$ cat config.mk
export PLATFORM = sky130hd
export DESIGN_NAME = stage_controller
export DESIGN_NICKNAME = d
export VERILOG_FILES = /design/src/rtl/stage_controller.sv
export SDC_FILE = /design/constraint.sdc
export NUM_CORES = 1
export LEC_CHECK = 0
export CORE_UTILIZATION = 49
export CTS_CLUSTER_DIAMETER = 60
export DETAILED_ROUTE_END_ITERATION = 16
export GPL_TIMING_DRIVEN = 0
export PLACE_DENSITY_LB_ADDON = 0.05
export SKIP_CTS_REPAIR_TIMING = 1
export SYNTH_ARGS = -nofsm -noshare
export SYNTH_HDL_FRONTEND = slang
export SYNTH_SLANG_ARGS = --single-unit
$ cat constraint.sdc
create_clock -name Clk -period 3 [get_ports Clk]
set_clock_uncertainty 0.1 [all_clocks]
set_input_delay 0.6 -clock Clk [delete_from_list [all_inputs] [get_ports Clk]]
set_output_delay 0.6 -clock Clk [all_outputs]
set_load 0.01 [all_outputs]
$ cat src/rtl/stage_controller.sv
// rtl/stage_controller.sv - game-stage sequencer: title/battle/victory/defeat flags and fight-start pulse
module stage_controller #(
  parameter int HOLD_FRAMES = 180,
  parameter int HP_W        = 8
) (
  input  logic            Clk,
  input  logic            Reset,
  input  logic            frame_clk,
  input  logic            start_key,
  input  logic [HP_W-1:0] hp_p1,
  input  logic [HP_W-1:0] hp_p2,
  output logic            start_l,
  output logic            battle_l,
  output logic            win_l,
  output logic            lose_l,
  output logic            game_reset,
  output logic [7:0]      stage_frames
);

  typedef enum logic [3:0] {
    ST_START  = 4'b0001,
    ST_BATTLE = 4'b0010,
    ST_WIN    = 4'b0100,
    ST_LOSE   = 4'b1000
  } state_t;

  localparam logic [7:0] HOLD_LAST = 8'(HOLD_FRAMES - 1);

  state_t state;
  state_t next_state;
  logic   armed;
  logic   f1, f2, f3;
  logic   k1, k2, k3;
  logic   frame_tick;
  logic   key_press;

  // Two-flop synchronisers plus a delay flop for rising-edge detection.
  always_ff @(posedge Clk or posedge Reset) begin
    if (Reset) begin
      {f3, f2, f1} <= 3'b000;
      {k3, k2, k1} <= 3'b000;
    end else begin
      {f3, f2, f1} <= {f2, f1, frame_clk};
      {k3, k2, k1} <= {k2, k1, start_key};
    end
  end

  assign frame_tick = f2 & ~f3;
  assign key_press  = k2 & ~k3;

  always_comb begin
    next_state = state;
    case (state)
      ST_START:  if (key_press) next_state = ST_BATTLE;
      ST_BATTLE: begin
        // A double knockout counts as a defeat, so hp_p1 is tested first.
        if (armed && hp_p1 == '0)      next_state = ST_LOSE;
        else if (armed && hp_p2 == '0) next_state = ST_WIN;
      end
      ST_WIN, ST_LOSE:
        if (frame_tick && stage_frames == HOLD_LAST) next_state = ST_START;
      default: next_state = ST_START;
    endcase
  end

  always_ff @(posedge Clk or posedge Reset) begin
    if (Reset) begin
      state        <= ST_START;
      armed        <= 1'b0;
      game_reset   <= 1'b0;
      stage_frames <= 8'd0;
    end else begin
      state      <= next_state;
      game_reset <= (state == ST_START) && (next_state == ST_BATTLE);
      if (next_state != state) begin
        stage_frames <= 8'd0;
        armed        <= 1'b0;
      end else begin
        if (frame_tick && stage_frames != 8'hFF)
          stage_frames <= stage_frames + 8'd1;
        // Health registers may still be reloading until the first frame of the fight.
        if (state == ST_BATTLE && frame_tick)
          armed <= 1'b1;
      end
    end
  end

  assign start_l  = state[0];
  assign battle_l = state[1];
  assign win_l    = state[2];
  assign lose_l   = state[3];

endmodule

# Yosys cells after proc, flatten, opt, wreduce, memory -nomap -nowiden
# Cells that the tools add are included.
[totals]
reg_bits = 20
out_inout_bits = 13
elab_cells = 43
[classes]
n_addsub = 1
eq_ne = 8
mux = 9
bitwise = 4
n_reduce_logical = 11
[op_table]
columns = ["operator", "n"]
rows = [
  ["zero test 8 bit", 2],
  ["two-way mux 4 bit", 4],
  ["two-way mux 8 bit", 2],
  ["one-hot mux 4 bit (3 select lines)", 1],
  ["adder 8 x 1 -> 8 bit (second input constant)", 1],
  ["equality test 4 x 2 -> 1 bit (second input constant)", 2],
  ["equality test 8 bit (second input constant)", 1],
  ["!= test 8 bit (second input constant)", 1],
  ["logical AND 1 bit", 6],
  ["equality test 4 x 1 -> 1 bit (second input constant)", 1],
  ["equality test 4 x 3 -> 1 bit (second input constant)", 1],
  ["equality test 4 bit (second input constant)", 1],
  ["!= test 4 bit", 1],
  ["nonzero test 2 bit", 2],
  ["AND 1 bit", 2],
  ["two-way mux 1 bit", 2],
  ["NOT 1 bit", 2],
  ["OR reduction 2 bit", 1],
]

# Depth between registers and ports, before layout
# Gate-level depths: netlist (run 1).
[logic_depth]
depth_word = 7
ltp_mapped = 7

# Worst setup path before layout (run 1)
# OpenSTA, ideal clock, no wires.
[synth_path]
path_type = "input -> register"
from = "input port hp_p1[5]"
to = "register stage_frames[5]"
setup_ns = 0.132
arrival_ns = 1.969
t_required_ns = 2.768
slack_ns = 0.799
cell_stages = 6
n_path_buf = 1
path_cell_list = "or4_1 -> o41ai_2 -> nand4b_4 -> a221o_1 -> buf_6 -> a211oi_2"
[synth_via]
elab_chain_cells = 6
elab_cells_between_ends = 7
classes_between = "eq/ne (1); mux (3); reduce/logical (3)"
[synth_lines]
columns = ["item", "line", "text"]
rows = [
  ["start: declaration", "10", "input logic [HP_W-1:0] hp_p1,"],
  ["zero test 8 bit (*)", "57", "if (armed && hp_p1 == '0) next_state = ST_LOSE;"],
  ["logical AND 1 bit (*)", "57", ""],
  ["two-way mux 4 bit (*)", "57", ""],
  ["one-hot mux 4 bit (3 select lines) (*)", "53", "case (state)"],
  ["!= test 4 bit (*)", "75", "if (next_state != state) begin"],
  ["two-way mux 8 bit or nonzero test 2 bit (tied branches)", "n/a", ""],
  ["end signal: assignment", "80", "stage_frames <= stage_frames + 8'd1;"],
  ["end: declaration", "17", "output logic [7:0] stage_frames"],
]
# Every way passes the cells marked *; elsewhere a longest branch is shown, timed or not.
# A chain may end at the register's enable or synchronous reset.

# Worst setup path in the final report (run 1)
[layout_path]
from = "input port hp_p1[5]"
to = "register stage_frames[7]"
# Same word-level chain as after synthesis.

==> metrics, run 1 <==
headroom to the max-slew limit 51.4%; placer's final routability congestion estimate 0.841; Rows 16; max-slew violations 0; deepest clock path buffer count 2; largest vdd supply drop 0.295 mV; transition time at the pin with the least slew margin roughly 0.73 ns; Worst Min Path Start k1; fraction of layout cells with a size suffix above 1 13.6%; nets in the synthesized netlist 125; drc violations 0; classification of the worst setup path in -> reg; fraction of the yosys area taken by sequential cells 46.4%; crit path capture stage_frames[7]; global-route usage over all layers 21.3%; synthesized netlist cell count between 100 and 150; Routed WL per cell 13.0 um; die width between 40 and 50 um; die height a little under 50 um; Post-Route WL 2170 um; RSZ-0062 raised after global routing no; leading cell types in the layout, fill and taps excluded sky130_fd_sc_hd__clkdlybuf4s50_1 (32), sky130_fd_sc_hd__dfrtp_1 (19), sky130_fd_sc_hd__nor2_1 (14), sky130_fd_sc_hd__nand2_1 (7), sky130_fd_sc_hd__a21oi_1 (5); Period minus WS final roughly 2.4 ns; share of async-settable or async-resettable flops after synthesis 100%; critical path fanouts, max 9; Via density roughly 5.7; met3 usage in global routing 3.12%; total standard cell area after synthesis approximately 0.0011 mm2; relative area change from synthesis to final layout 37.6%; global route overflow 0; Worst Setup SP hp_p1[5]; Yosys warnings 0; total non-filler cell area in the finished layout 0.00149 mm2; logic depth of the worst register-to-register path 7; wire length of the first global-routing pass 3800 um; arrival time reported for the critical path endpoint 2.48 ns; power density over the cells ~420 mW/mm2; met2 GRT Util 35.4%; cts bufs inserted 3; H-tree Lvls 1; # setup viols final 0; Die ar. 0.00240 mm2; Post-DRT Antenna Nets 0; Reg2Reg Capture Point stage_frames[3]; static leakage 0.599 nW; period utilization between 70% and 80%; core outline area 0.00202 mm2; clock tree from TritonCTS yes; setup slack on the worst flop-to-flop path 0.78 ns; total number of nets in the final design 162; initial drt markers 17; grt peak-use layer met2; diode insertion count for antenna repair 0; Post-synth EDFFs 0; number of global-route vias before repair ~870; effective utilization at floorplan 53.5%; setup_tns 0 ns; post-placement worst setup slack 0.299 ns; critical path required time 3.12 ns; minimum setup slack in the final design 0.638 ns; most frequent standard cell in the layout excluding fill and tap cells sky130_fd_sc_hd__clkdlybuf4s50_1; first-pass iteration count of the detailed router 4; io pins 33; maximum clock rate between 400 and 500 MHz; count of max-cap constraint violations 0; initial antenna violation count 0; clock latency reported for the late side of the worst-skew pair about 0.32 ns; clock-pin slew reported for the worst setup and hold paths after clock tree synthesis 0.12 ns; Fin. Hold Viols 0; run status finished, final reports clean; number of distinct library cell variants in the gate-level netlist after synthesis between 40 and 50; hold crit path type reg -> reg; count of filler cells inserted in the layout between 100 and 150; post-detailed-placement cell area 0.00144 mm2; Detailed Place HPWL 1690 um; Avg Synthesized Cell Area 10.4 um2; Power Total around 620 uW; register bit count reported by yosys 20; maximum number of pins on one net before global-route repair 21; nature of the critical path startpoint primary input; Reg-to-Reg Start stage_frames[0]; number of clock sinks 20; Buffers on Ports 32; global-route met1 utilization 26.0%; via count of the routed design 957; Main synth FF type sky130_fd_sc_hd__dfrtp_1; root buf cell sky130_fd_sc_hd__clkbuf_4; Critical Path End Type flip-flop
==> state kept, by name (all words and copies together), names as in the netlist <==
name,count
stage_frames,8
state,4
armed,1
f1,1
f2,1
f3,1
game_reset,1
k1,1
k2,1
k3,1
==> critical path, cell delays in order <==
cell and delay, ns:
sky130_fd_sc_hd__clkdlybuf4s50_1 0.39, sky130_fd_sc_hd__or4_1 0.55, sky130_fd_sc_hd__o41ai_2 0.35, sky130_fd_sc_hd__nand4b_4 0.21, sky130_fd_sc_hd__a221o_1 0.16, sky130_fd_sc_hd__buf_6 0.15
sky130_fd_sc_hd__nor2_1 0.06
==> per-layer routing <==
layer	routed length, um	up-vias	part of all wire (%)
met5	0	-	0
met4	61	0	2.8
met3	106	5	4.9
met2	1070	33	49
met1	929	454	43
li1	-	465	-
==> Yosys cell counts (2+ instances only) <==
cell,instances,area share [%]
sky130_fd_sc_hd__xnor2_1,3,2.4
sky130_fd_sc_hd__nand3_1,3,1.4
sky130_fd_sc_hd__inv_1,3,1.0
sky130_fd_sc_hd__buf_6,2,2.1
sky130_fd_sc_hd__nor4_1,4,2.3
sky130_fd_sc_hd__a211oi_2,2,2.3
sky130_fd_sc_hd__nor2b_1,3,1.7
sky130_fd_sc_hd__buf_2,3,1.4
sky130_fd_sc_hd__nand4_1,3,1.7
sky130_fd_sc_hd__or3_1,2,1.2
sky130_fd_sc_hd__nand2_1,7,2.4
sky130_fd_sc_hd__mux2i_1,2,1.8
sky130_fd_sc_hd__nor2_1,14,4.9
sky130_fd_sc_hd__nor3_1,3,1.4
sky130_fd_sc_hd__dfrtp_1,19,44
sky130_fd_sc_hd__a21oi_1,5,2.3
==> metrics by stage <==
step	utilization (%)	cells	hold WS [ns]
after floorplan	-	104	0.231
after global placement	71.0	163	0.233
after detailed placement	71.0	163	0.242
after CTS	73.6	167	0.270
after global routing	73.6	167	0.285
final	73.6	167	0.266
==> where the power goes <==
group | leakage [nW] | switching, mW | internal (mW)
logic | 0.311 | 0.0452 | 0.0598
clock network | 0.0279 | 0.0896 | 0.135
registers | 0.260 | 0.00750 | 0.281
==> kinds of logic (layout without fill, tap and decap cells) <==
family          count (synthesis)  count (layout)  synth area share [%]
simple gates                   50              50                  29.1
flops                          20              20                  46.4
compound gates                 19              19                  14.1
buf+inv                         9              45                  4.97
xor+xnor                        3               3                  2.43
mux                             2               2                  1.85
fa+ha+maj                       1               1                  1.16
==> area by class of cell <==
class / instances / area, um2 / share of cell area, %
plain buffers: 6 / 42.5 / 2.86
clock buffers: 3 / 22.5 / 1.51
clock inverters: 1 / 30.0 / 2.02
inverters: 3 / 11.3 / 0.756
multi-input cells: 75 / 527 / 35.4
flip-flops and latches: 20 / 502 / 33.7
well taps: 27 / 33.8 / 2.27
repair buffers: 32 / 320 / 21.5
==> worst min-delay path by stage <==
stage               depth (start not counted)  end  slack (ns)
floorplan                                   0   f2        0.23
global placement                            0   f2        0.23
global route                                0   f2        0.28
detailed placement                          0   f2        0.24
finish                                      0   k2        0.27
CTS                                         0   k2        0.27
No activity file was read; power rests on OpenSTA's default activity.
==> run 2, diff against run 1 <==
- CORE_UTILIZATION: 49 -> 46
- clock period: 3 -> 2.31 ns (I/O delays scaled with it)
==> run 2 against run 1 <==
Net effect:
- setup slack worse by 0.55 ns
- first-iteration DRC count down 47%
- cell area up 2.4%
- sequential share of layout area down 0.80 points
- clock power down 11%
- critical path depth unchanged
- final cell count up 4.2%
- combinational power up 33%
- global-route usage down 1.8 points
- via count down 1.7%
- die area up 6.3%
- power up 16%
- largest cell class unchanged
- highest routed layer unchanged
==> metrics, run 2 (synthesis results as in run 1) <==
run status finished, final reports clean (unchanged); leading cell types in the layout, fill and taps excluded sky130_fd_sc_hd__clkdlybuf4s50_1 (32), sky130_fd_sc_hd__dfrtp_1 (19), sky130_fd_sc_hd__nor2_1 (14), sky130_fd_sc_hd__nand2_1 (7), sky130_fd_sc_hd__buf_4 (6) (was sky130_fd_sc_hd__clkdlybuf4s50_1 (32), sky130_fd_sc_hd__dfrtp_1 (19), sky130_fd_sc_hd__nor2_1 (14), sky130_fd_sc_hd__nand2_1 (7), sky130_fd_sc_hd__a21oi_1 (5)); minimum setup slack in the final design 0.0893 ns (was 0.638 ns); power density over the cells 470 mW/mm2 (was 416 mW/mm2); root buf cell sky130_fd_sc_hd__clkbuf_4 (unchanged); largest vdd supply drop 0.447 mV (was 0.295 mV); diode insertion count for antenna repair 0 (unchanged); Fin. Hold Viols 0 (unchanged); die height 50.5 um (was 49.0 um); portion of total power attributed to combinational logic 19.6% (was 17.0%); maximum clock rate 450 MHz; Reg-to-Reg Start state[2] (was stage_frames[0]); switching power as a share of total power 24.3% (was 23.0%); hold crit path type reg -> reg (unchanged); setup slack on the worst flop-to-flop path 0.13 ns (was 0.78 ns); nature of the critical path startpoint primary input (unchanged); clock latency reported for the late side of the worst-skew pair 0.30 ns (was 0.32 ns); count of filler cells inserted in the layout 179 (was 145); initial drt markers 9 (was 17); via count of the routed design 941 (was 957); global route overflow 0 (unchanged); critical path fanouts, max 9 (unchanged); H-tree Lvls 1 (unchanged); initial antenna violation count 0 (unchanged); net load switching power 174 uW (was 142 uW); biggest regs stage_frames: 8 flops, state: 4 flops (unchanged); effective utilization at floorplan 48.9% (was 53.5%); Worst Setup SP hp_p1[5] (unchanged); Internal Dissipation 542 uW (was 476 uW); count of max-cap constraint violations 0 (unchanged); power share of the sequential group 52.3% (was 46.7%); critical path required time 2.40 ns (was 3.12 ns); # setup viols final 0 (unchanged); number of clock sinks 20 (unchanged); wire length of the first global-routing pass 3730 um (was 3800 um); footprint of the multi-input gates 533 um2 (was 527 um2); max-slew violations 0 (unchanged); register cell area after layout 502 um2 (unchanged); total number of nets in the final design 168 (was 162); post-detailed-placement cell area 0.00144 mm2 (about the same); placer's final routability congestion estimate 0.828 (was 0.841); Post-Route WL 2190 um (was 2170 um); crit path capture stage_frames[5] (was stage_frames[7]); first-pass iteration count of the detailed router 4 (unchanged); most frequent standard cell in the layout excluding fill and tap cells sky130_fd_sc_hd__clkdlybuf4s50_1 (unchanged); number of flip-flops in the largest register 8 (unchanged); io pins 33 (unchanged); Die ar. 0.00255 mm2 (was 0.00240 mm2); cts bufs inserted 3 (unchanged); global-route usage over all layers 19.5% (was 21.3%); RSZ-0062 raised after global routing no (unchanged); Post-DRT Antenna Nets 0 (unchanged); die width 50.5 um (was 49.0 um); Detailed Place HPWL 1600 um (was 1690 um); number of global-route vias before repair 897 (was 872); register ranked first by flip-flop count stage_frames (unchanged); relative area change from synthesis to final layout 40.9% (was 37.6%); core outline area 0.00221 mm2 (was 0.00202 mm2); setup_tns 0 ns (unchanged); Critical Path End Type flip-flop (unchanged); drc violations 0 (unchanged); period utilization between 90% and 100%; Rows 17 (was 16); total non-filler cell area in the finished layout 0.00153 mm2 (was 0.00149 mm2); clock-pin slew reported for the worst setup and hold paths after clock tree synthesis 0.11 ns (was 0.12 ns); Buffers on Ports 32 (unchanged); classification of the worst setup path in -> reg (unchanged); Reg2Reg Capture Point stage_frames[3] (unchanged); deepest clock path buffer count 2 (unchanged); post-placement worst setup slack -0.285 ns (was 0.299 ns); Via density 5.41 (was 5.73); Period minus WS final 2.22 ns; static leakage 0.621 nW (was 0.599 nW); headroom to the max-slew limit 50.3% (was 51.4%); logic depth of the worst register-to-register path 7 (unchanged); clock tree from TritonCTS yes (unchanged); part of the total power dissipated in the clock network 28.1% (was 36.3%); fraction of layout cells with a size suffix above 1 17.8% (was 13.6%); maximum number of pins on one net before global-route repair 21 (unchanged); arrival time reported for the critical path endpoint 2.31 ns (was 2.48 ns); transition time at the pin with the least slew margin 0.744 ns (was 0.728 ns); Routed WL per cell 12.6 um (was 13.0 um)
[run 2: changes by cell type in the layout (fill, tap and decap cells not counted)]
cell                        before  now
sky130_fd_sc_hd__bufinv_16       1    0
sky130_fd_sc_hd__nor4_2          0    1
sky130_fd_sc_hd__clkbuf_8        0    1
sky130_fd_sc_hd__nor4_1          4    3
sky130_fd_sc_hd__buf_4           0    6
[run 2: per-stage QoR]
step                      util (%)  power, mW  hold slack [ns]  cells
final                         68.9      0.716            0.260    174
after global routing          68.9      0.748            0.268    174
after CTS                     66.6      0.722            0.261    168
after detailed placement      65.0      0.519            0.235    164
after global placement        65.0      0.517            0.234    164
after floorplan                  -      0.455            0.231    104
[run 2: layout make-up]
class / count / share of cell area, %
plain buffers: 6 / 2.79
clock buffers: 4 / 2.38
inverters: 3 / 0.738
multi-input cells: 75 / 34.9
flip-flops and latches: 20 / 32.9
well taps: 28 / 2.30
repair buffers: 38 / 24.0
[run 2: worst min-delay path by stage]
| stage | start | slack [ns] | cells past startpoint | end |
|---|---|---|---|---|
| 2_1_floorplan | f1 | 0.23 | 0 | f2 |
| 3_3_place_gp | k1 | 0.23 | 0 | k2 |
| 3_5_place_dp | k1 | 0.23 | 0 | k2 |
| 4_1_cts | k1 | 0.26 | 0 | k2 |
| 5_1_grt | k1 | 0.27 | 0 | k2 |
| 6_report | k1 | 0.26 | 0 | k2 |
[run 2: metal layers]
layer / global-route usage, % / share of wire [%] / wire length, um / vias to the layer above
met5: 0 / 0 / 0 / -
met4: 3.24 / 0.64 / 14 / 0
met3: 6.36 / 5.2 / 115 / 2
met2: 33.1 / 49 / 1080 / 31
met1: 24.5 / 45 / 979 / 438
li1: - / - / - / 470
[run 2: critical path: stages]
cell and delay, ns:
sky130_fd_sc_hd__clkdlybuf4s50_1 0.41, sky130_fd_sc_hd__or4_1 0.58, sky130_fd_sc_hd__o41ai_2 0.28, sky130_fd_sc_hd__nand4b_4 0.21, sky130_fd_sc_hd__a221o_1 0.17, sky130_fd_sc_hd__buf_6 0.15
sky130_fd_sc_hd__a211oi_2 0.04
[run 2: power by group through the flow]
stage                     Combinational [mW]  Sequential, mW  Clock, mW
after global routing                   0.154           0.377      0.217
after floorplan                       0.0704           0.385          0
final                                  0.140           0.375      0.201
after CTS                              0.138           0.375      0.209
after detailed placement               0.138           0.381          0
after global placement                 0.136           0.381          0
